File: config.mk
export PLATFORM = sky130hd
export DESIGN_NAME = estagio_busca_flat
export DESIGN_NICKNAME = d
export VERILOG_FILES = /design/src/rtl/estagio_busca_if.sv /design/src/rtl/estagio_busca.sv /design/src/flat_wrapper.sv
export SDC_FILE = /design/constraint.sdc
export NUM_CORES = 1
export LEC_CHECK = 0
export ABC_AREA = 1
export CAP_MARGIN = 25
export CORE_ASPECT_RATIO = 0.75
export CORE_UTILIZATION = 50
export DETAILED_ROUTE_END_ITERATION = 10
export PLACE_DENSITY = 0.86
export SYNTH_ARGS = -nofsm -noshare
export SYNTH_HDL_FRONTEND = slang
export SYNTH_SLANG_ARGS = --single-unit
File: constraint.sdc
create_clock -name clk -period 5.65 [get_ports clk]
set_clock_uncertainty 0.1 [all_clocks]
set_input_delay 1.695 -clock clk [delete_from_list [all_inputs] [get_ports clk]]
set_output_delay 1.695 -clock clk [all_outputs]
set_load 0.1 [all_outputs]
File: src/rtl/estagio_busca_if.sv
// Instruction-memory read bus between the fetch stage (master) and the memory (slave).
interface estagio_busca_if;
    logic [31:0] endereco;
    logic [31:0] instrucao;

    modport master (output endereco, input instrucao);
    modport slave  (input endereco, output instrucao);
endinterface

File: src/rtl/estagio_busca.sv
// Instruction-fetch stage: PC register, IF/ID pipeline register, stall/flush/redirect handling.
// Optional macro FETCH_STATS_EN adds the n_buscas fetched-instruction counter output.
module estagio_busca #(
    parameter int unsigned PROG_WORDS = 13,
    parameter logic [31:0] RESET_PC   = 32'h0
) (
    input  logic                  clk,
    input  logic                  rst_n,
    input  logic                  stall,
    input  logic                  flush,
    input  logic                  desvio,
    input  logic [31:0]           alvo_desvio,
    estagio_busca_if.master       imem,
    output logic [31:0]           if_id_instrucao,
    output logic [31:0]           if_id_pc4,
    output logic                  if_id_valido,
`ifdef FETCH_STATS_EN
    output logic [31:0]           n_buscas,
`endif
    output logic                  parado
);

    localparam logic [31:0] LIMITE = 32'(PROG_WORDS * 4);

    typedef enum logic {BUSCA, FIM} estado_t;

    estado_t     r_estado;
    logic [31:0] r_pc;
    logic [31:0] r_instrucao;
    logic [31:0] r_pc4;
    logic        r_valido;
    logic        r_parado;
    logic [31:0] w_pc4;
    logic [31:0] w_alvo;

    assign w_pc4  = r_pc + 32'd4;
    assign w_alvo = {alvo_desvio[31:2], 2'b00};

    always_ff @(posedge clk or negedge rst_n) begin
        if (!rst_n) begin
            r_estado    <= BUSCA;
            r_pc        <= RESET_PC;
            r_instrucao <= '0;
            r_pc4       <= '0;
            r_valido    <= 1'b0;
            r_parado    <= 1'b0;
        end else if (desvio) begin
            r_pc        <= w_alvo;
            r_instrucao <= '0;
            r_pc4       <= '0;
            r_valido    <= 1'b0;
            r_estado    <= (w_alvo < LIMITE) ? BUSCA : FIM;
            r_parado    <= !(w_alvo < LIMITE);
        end else if (stall) begin
            if (flush) begin
                r_instrucao <= '0;
                r_pc4       <= '0;
                r_valido    <= 1'b0;
            end
        end else if (r_estado == BUSCA) begin
            r_pc <= w_pc4;
            if (flush) begin
                r_instrucao <= '0;
                r_pc4       <= '0;
                r_valido    <= 1'b0;
            end else begin
                r_instrucao <= imem.instrucao;
                r_pc4       <= w_pc4;
                r_valido    <= 1'b1;
            end
            if (w_pc4 >= LIMITE) begin
                r_estado <= FIM;
                r_parado <= 1'b1;
            end
        end else begin
            r_instrucao <= '0;
            r_pc4       <= '0;
            r_valido    <= 1'b0;
        end
    end

`ifdef FETCH_STATS_EN
    logic [31:0] r_n_buscas;

    // Counts exactly the edges on which the BUSCA branch above loads a real instruction.
    always_ff @(posedge clk or negedge rst_n) begin
        if (!rst_n)
            r_n_buscas <= '0;
        else if (!desvio && !stall && !flush && r_estado == BUSCA)
            r_n_buscas <= r_n_buscas + 32'd1;
    end

    assign n_buscas = r_n_buscas;
`endif

    assign imem.endereco   = r_pc;
    assign if_id_instrucao = r_instrucao;
    assign if_id_pc4       = r_pc4;
    assign if_id_valido    = r_valido;
    assign parado          = r_parado;

endmodule

File: src/flat_wrapper.sv
// flat-port wrapper written by rule: the top's interface ports become plain ports
module estagio_busca_flat 
#(
    parameter int unsigned PROG_WORDS = 13,
    parameter logic [31:0] RESET_PC   = 32'h0
)
  (clk, rst_n, stall, flush, desvio, alvo_desvio, if_id_instrucao, if_id_pc4, if_id_valido, parado, imem_endereco, imem_instrucao);
  estagio_busca_if imem_i ();
  input  logic clk;
  input  logic rst_n;
  input  logic stall;
  input  logic flush;
  input  logic desvio;
  input  logic [31:0] alvo_desvio;
  output logic [31:0] if_id_instrucao;
  output logic [31:0] if_id_pc4;
  output logic if_id_valido;
  output logic parado;
  output wire logic [$bits(imem_i.endereco)-1:0] imem_endereco;
  input wire logic [$bits(imem_i.instrucao)-1:0] imem_instrucao;
  assign imem_endereco = imem_i.endereco;
  assign imem_i.instrucao = imem_instrucao;
  estagio_busca #(.PROG_WORDS(PROG_WORDS), .RESET_PC(RESET_PC)) u_core (.clk(clk), .rst_n(rst_n), .stall(stall), .flush(flush), .desvio(desvio), .alvo_desvio(alvo_desvio), .imem(imem_i), .if_id_instrucao(if_id_instrucao), .if_id_pc4(if_id_pc4), .if_id_valido(if_id_valido), .parado(parado));
endmodule
==> flow_summary_export.csv, run 1 <==
group,metric,value,unit
sta,layout_min_cycle_time,3.97,ns
clock_network,htree_levels,3,
cells_and_area,syn2layout_area_growth,41.1,%
grt,grt_pass1_vias,4954,
setup_path,critPathMaxStageDelay,1.22,ns
die,fp.dieArea,10600,sq um
sta,post-route-period-util,70.3,%
power_and_ir_drop,cellPowerDensity,260,nW/um^2
cells_and_area,layout-drive-gt1-share,7.26,%
setup_path,crit_path_end_kind,"primary output",
setup_path,start_kind,"flop",
cells_and_area,final_common_cell,"clkdlybuf4s50_1",
cells_and_area,num_antenna_cells,0,
sta,slew_viol_final,0,
sta,setup_tns,0,ns
cells_and_area,mostFrequentLayoutCells,"clkdlybuf4s50_1 (161), nand2_1 (153), inv_1 (111), dfrtp_1 (96), nand3_1 (53)",
clock_network,cts_hold_buf,0,
route,drtPass1Iterations,6,
setup_path,crit_path_top_delay_cell,"clkdlybuf4s50_1",
yosys,synth_area,5090,sq um
yosys,avgSynthCellArea,7.78,sq um
route,drc,0,
setup_path,critPathBufInv,1,
sta,slew_headroom,31.2,%
setup_path,crit_fanout,8,
placed_design,preCtsSetupSlack,1.72,ns
placed_design,gp_congestion,0.910,
setup_path,critPathTopFamily,"buffers and inverters",
clock_network,clockBufferDepth,2,
yosys,ys.flop_type,"dfrtp_1",
status,status,"finished, final reports clean",
setup_path,crit_path_start,"u_core.imem.endereco[2]$_DFFE_PN0P_",
sta,rsz0062_at_grt,"false",
yosys,synth_area_leaders,"dfrtp_1 (47%), nand2_1 (11%), inv_1 (8.2%)",
power_and_ir_drop,irDropWorstVdd,157,uV
setup_path,path_class,"flop to primary output",
clock_network,root_buffer,"clkbuf_16",
setup_path,path_cells,"clkdlybuf4s50_1",
flow_run,maxCapViolCount,0,
sta,fmax,252,MHz
worst_hold_path,min-delay-start,"u_core.if_id_pc4[1]$_DFFE_PN0P_",
route,wl_per_cell,17.5,um
power_and_ir_drop,p_leak,3.05,nW
placed_design,dpl.hpwl,11.9,mm
clock_network,cts.repair.resized,0,
clock_network,clkSinkCount,96,
die,core_area,9770,sq um
sta,worst_pin_slew,1.03,ns
die,start_util,52.0,%
die,num_io_pins,167,
die,core.rowCount,31,
cells_and_area,num-nets-final,881,
clock_network,cts_tree,"built",
cells_and_area,utilization,73.4,%
worst_hold_path,min_path_type,"flop to flop",
clock_network,cts_setup_buffers,0,
yosys,ys_seq_elements,96,
yosys,synth_edf_count,0,
clock_network,cts_made_buffers,9,
yosys,yosysTopAreaCellShare,47.2,%
route,drt-initial-drc-count,425,
sta,finalSetupViolCount,0,
yosys,ys_types,34,
cells_and_area,fin_cells,945,
grt,grt_antenna_before_repair,0,
die,die_h,89.4,um
clock_network,clk_pin_slew,0.07,ns
placed_design,numPortBuffers,162,
route,via_per_inst,5.48,
route,ant_nets,0,
yosys,postSynthCellCount,654,
setup_path,cp.required,3.86,ns
grt,grt_max_degree,68,
placed_design,dp_cells,929,
cells_and_area,fill_cells,744,
clock_network,clock_latency,0.35,ns
yosys,ys_seq_area_share,47.2,%
route,routed_wl,16.5,mm
route,vias,5182,
setup_path,cp_data_arrival_time,2.18,ns
grt,grt-ovfl-total,0,
grt,grt_pass1_wl,25.5,mm
sta,setup_ws,1.68,ns
yosys,yosys_warnings,0,
die,dieWidth,118,um
power_and_ir_drop,finalPower,1.86,mW
grt,track_usage,31.6,%
setup_path,rr_startpoint,"u_core.imem.endereco[2]$_DFFE_PN0P_",
yosys,synthArstFlopShare,100,%
yosys,synth_top_area_cell,"dfrtp_1",
sta,finalHoldViolCount,0,
[final timing paths]
path / end / slack [ns] / depth (start not counted)
max: imem_endereco[2] / 1.68 / 1
min: u_core.if_id_pc4[1]$_DFFE_PN0P_ / 0.43 / 2
max reg2reg: u_core.r_estado$_DFFE_PN0P_ / 3.07 / 14
min reg2reg: u_core.if_id_pc4[1]$_DFFE_PN0P_ / 0.43 / 2
max in group asynchronous: u_core.imem.endereco[4]$_DFFE_PN0P_ / 3.20 / 2
min in group asynchronous: u_core.if_id_pc4[20]$_DFFE_PN0P_ / 1.34 / 1
[layer usage]
| layer | share of wire, % | vias up | global-route usage (%) |
|---|---|---|---|
| met5 | 0 | - | 0 |
| met4 | 1.7 | 0 | 9.55 |
| met3 | 9.0 | 22 | 8.35 |
| met2 | 46 | 292 | 50.4 |
| met1 | 44 | 2448 | 42.9 |
| li1 | - | 2420 | - |
[state kept, by name (all words and copies together), names as in the netlist]
signal and flops:
u_core.parado 1, u_core.imem.endereco 30, u_core.if_id_valido 1, u_core.r_estado 1
u_core.if_id_pc4 31, u_core.if_id_instrucao 32
[layout make-up]
class | instances | area [sq um] | share of cell area [%]
sequential | 96 | 2400 | 33.5
multi-input combinational | 410 | 2120 | 29.5
timing repair buffer | 169 | 1670 | 23.3
inverter | 122 | 458 | 6.38
clock buffer | 11 | 253 | 3.52
tap | 132 | 165 | 2.30
clock inverter | 5 | 108 | 1.50
[synth_stat cells, drive strengths merged (5+ instances only)]
cell / instances
nand2: 163
inv: 120
dfrtp: 96
nor2: 59
nand3: 56
o21ai: 37
o22ai: 29
o221ai: 20
clkbuf: 19
o211ai: 9
buf: 8
nand4: 7
nor4: 5
[kinds of logic (layout without fill, tap and decap cells)]
family / Yosys count / after routing / synth area share [%]
fa+ha+maj: 4 / 4 / 0.984
other cells: 1 / 2 / 0.0737
simple gates: 299 / 299 / 27.0
xor+xnor: 3 / 3 / 0.517
flops: 96 / 96 / 47.2
buf+inv: 149 / 307 / 11.3
compound gates: 102 / 102 / 12.9
[stage by stage]
stage	hold WS (ns)	instance area, sq um
5_1_grt	0.454	7180
2_1_floorplan	0.389	5090
3_5_place_dp	0.413	6820
4_1_cts	0.425	7180
6_report	0.426	7180
3_3_place_gp	0.401	6820
[where the power goes]
group	switching, mW	total [mW]	leakage, nW	internal (mW)
combinational	0.276	0.388	1.60	0.111
clock	0.277	0.737	0.177	0.460
sequential	0.0337	0.740	1.28	0.706
total	0.587	1.86	3.05	1.28
Note: power is estimated with default switching activity, not from simulation.
==> run 2: changes to the inputs <==
- CORE_UTILIZATION: 50 -> 47
- PLACE_DENSITY: 0.86 -> 0.82
- clock period: 5.65 -> 3.9 ns (I/O delays scaled with it)
==> run 2 against run 1 <==
  * Via count fell by 0.31%
  * Sequential cell count did not move
  * Non-clock buffer count rose by 3
  * Setup slack got worse by 0.83 ns
  * Wire length fell by 1.2%
  * Critical path type is now primary input to flop
  * First-iteration DRC count rose by 6.4%
  * Hold slack got worse by 0.0092 ns
  * Final area fell by 2.9%
  * Count of clock-buffer cells in the layout fell by 2
  * Total power rose by 42%
==> flow_summary_export.csv, run 2 (synthesis gave the netlist of run 1 again) <==
group,metric,value,unit
status,status,"finished, final reports clean",
clock_network,clkSinkCount,96,
placed_design,dpl.hpwl,12.0,mm
placed_design,gp_congestion,0.931,
setup_path,crit_fanout,2,
clock_network,clockBufferDepth,2,
route,vias,5166,
power_and_ir_drop,finalPower,2.65,mW
route,routed_wl,16.3,mm
sta,setup_tns,0,ns
route,drtPass1Iterations,7,
grt,gr-usage-met2,45.2,%
worst_hold_path,min_path_type,"flop to flop",
sta,slew_headroom,57.4,%
sta,rsz0062_at_grt,"false",
sta,layout_min_cycle_time,3.06,ns
sta,worst_pin_slew,0.639,ns
grt,grt_antenna_before_repair,0,
route,ant_nets,0,
setup_path,path_class,"primary input to flop",
clock_network,cts_hold_buf,0,
die,num_io_pins,167,
power_and_ir_drop,irDropWorstVdd,195,uV
setup_path,crit_path_end_kind,"flop",
sta,post-route-period-util,78.4,%
route,via_per_inst,5.43,
grt,grt_pass1_wl,25.7,mm
cells_and_area,largest_reg_flops,32,
sta,finalHoldViolCount,0,
grt,use_met3,5.47,%
cells_and_area,num-nets-final,884,
sta,fmax,327,MHz
grt,grt_pass1_vias,4982,
route,wl_per_cell,17.1,um
cells_and_area,num_antenna_cells,0,
setup_path,cp.required,4.00,ns
clock_network,clk_pin_slew,0.07,ns
grt,grt-ovfl-total,0,
sta,slew_viol_final,0,
clock_network,htree_levels,3,
power_and_ir_drop,cellPowerDensity,380,nW/um^2
clock_network,cts_setup_buffers,0,
die,start_util,48.9,%
grt,grt.met1_usage,43.9,%
die,core.rowCount,32,
die,dieWidth,122,um
power_and_ir_drop,p_leak,3.23,nW
clock_network,clock_latency,0.35,ns
cells_and_area,syn2layout_area_growth,37.0,%
clock_network,root_buffer,"clkbuf_16",
clock_network,cts.repair.resized,0,
cells_and_area,final_common_cell,"nand2_1",
die,fp.dieArea,11200,sq um
grt,grt_max_degree,50,
grt,track_usage,30.0,%
clock_network,cts_made_buffers,9,
die,core_area,10400,sq um
cells_and_area,layout-drive-gt1-share,19.3,%
clock_network,cts_tree,"built",
setup_path,cp_data_arrival_time,3.16,ns
die,die_h,92.1,um
flow_run,maxCapViolCount,0,
sta,finalSetupViolCount,0,
cells_and_area,mostFrequentLayoutCells,"nand2_1 (153), inv_1 (111), buf_4 (105), dfrtp_1 (96), clkdlybuf4s50_1 (65)",
setup_path,start_kind,"primary input",
placed_design,numPortBuffers,162,
route,drt-initial-drc-count,452,
grt,busiest_layer,"met2",
route,drc,0,
## run 2: layout make-up
cell class	instances	area, sq um
fill	868	3440
sequential	96	2400
multi-input combinational	410	2120
timing repair buffer	172	1480
inverter	122	458
clock buffer	9	225
tap	136	170
clock inverter	6	115
## run 2: power breakdown
| group | total [mW] | internal, mW | switching (mW) |
|---|---|---|---|
| Sequential | 1.07 | 1.02 | 0.0497 |
| Clock | 1.02 | 0.628 | 0.392 |
| Combinational | 0.553 | 0.154 | 0.399 |
## run 2: path summary, 6_finish.rpt
path,start,end,slack (ns),depth (start not counted)
max,alvo_desvio[10],u_core.parado$_DFFE_PN0P_,0.84,7
min,u_core.if_id_pc4[1]$_DFFE_PN0P_,u_core.if_id_pc4[1]$_DFFE_PN0P_,0.42,2
max reg2reg,u_core.imem.endereco[2]$_DFFE_PN0P_,u_core.parado$_DFFE_PN0P_,1.36,14
min reg2reg,u_core.if_id_pc4[1]$_DFFE_PN0P_,u_core.if_id_pc4[1]$_DFFE_PN0P_,0.42,2
max in group asynchronous,rst_n,u_core.if_id_instrucao[4]$_DFFE_PN0P_,2.27,2
min in group asynchronous,rst_n,u_core.imem.endereco[28]$_DFFE_PN0P_,0.74,1
## run 2: per-layer routing
metal  up-vias  wire (um)
met5         -          0
met3        29       1260
li1       2432          -
met1      2484       7480
met4         0        280
met2       221       7290
## run 2: per-stage QoR
step           hold slack [ns]  instances  area, sq um  utilization, %  setup WS, ns
3_3_place_gp             0.405        936         6630            63.7         0.655
6_report                 0.416        951         6970            67.0         0.841
5_1_grt                  0.453        951         6970            67.0         0.848
4_1_cts                  0.422        951         6970            67.0         0.978
3_5_place_dp             0.411        936         6630            63.7         0.633
2_1_floorplan            0.389        655         5090               -          1.20
## run 2: critical path, stage by stage
cell	delay, ns
clkdlybuf4s50_1	0.45
nor4_1	0.45
nand2_1	0.13
nor2_1	0.25
nand4_1	0.13
nor4_1	0.49
a21oi_1	0.09
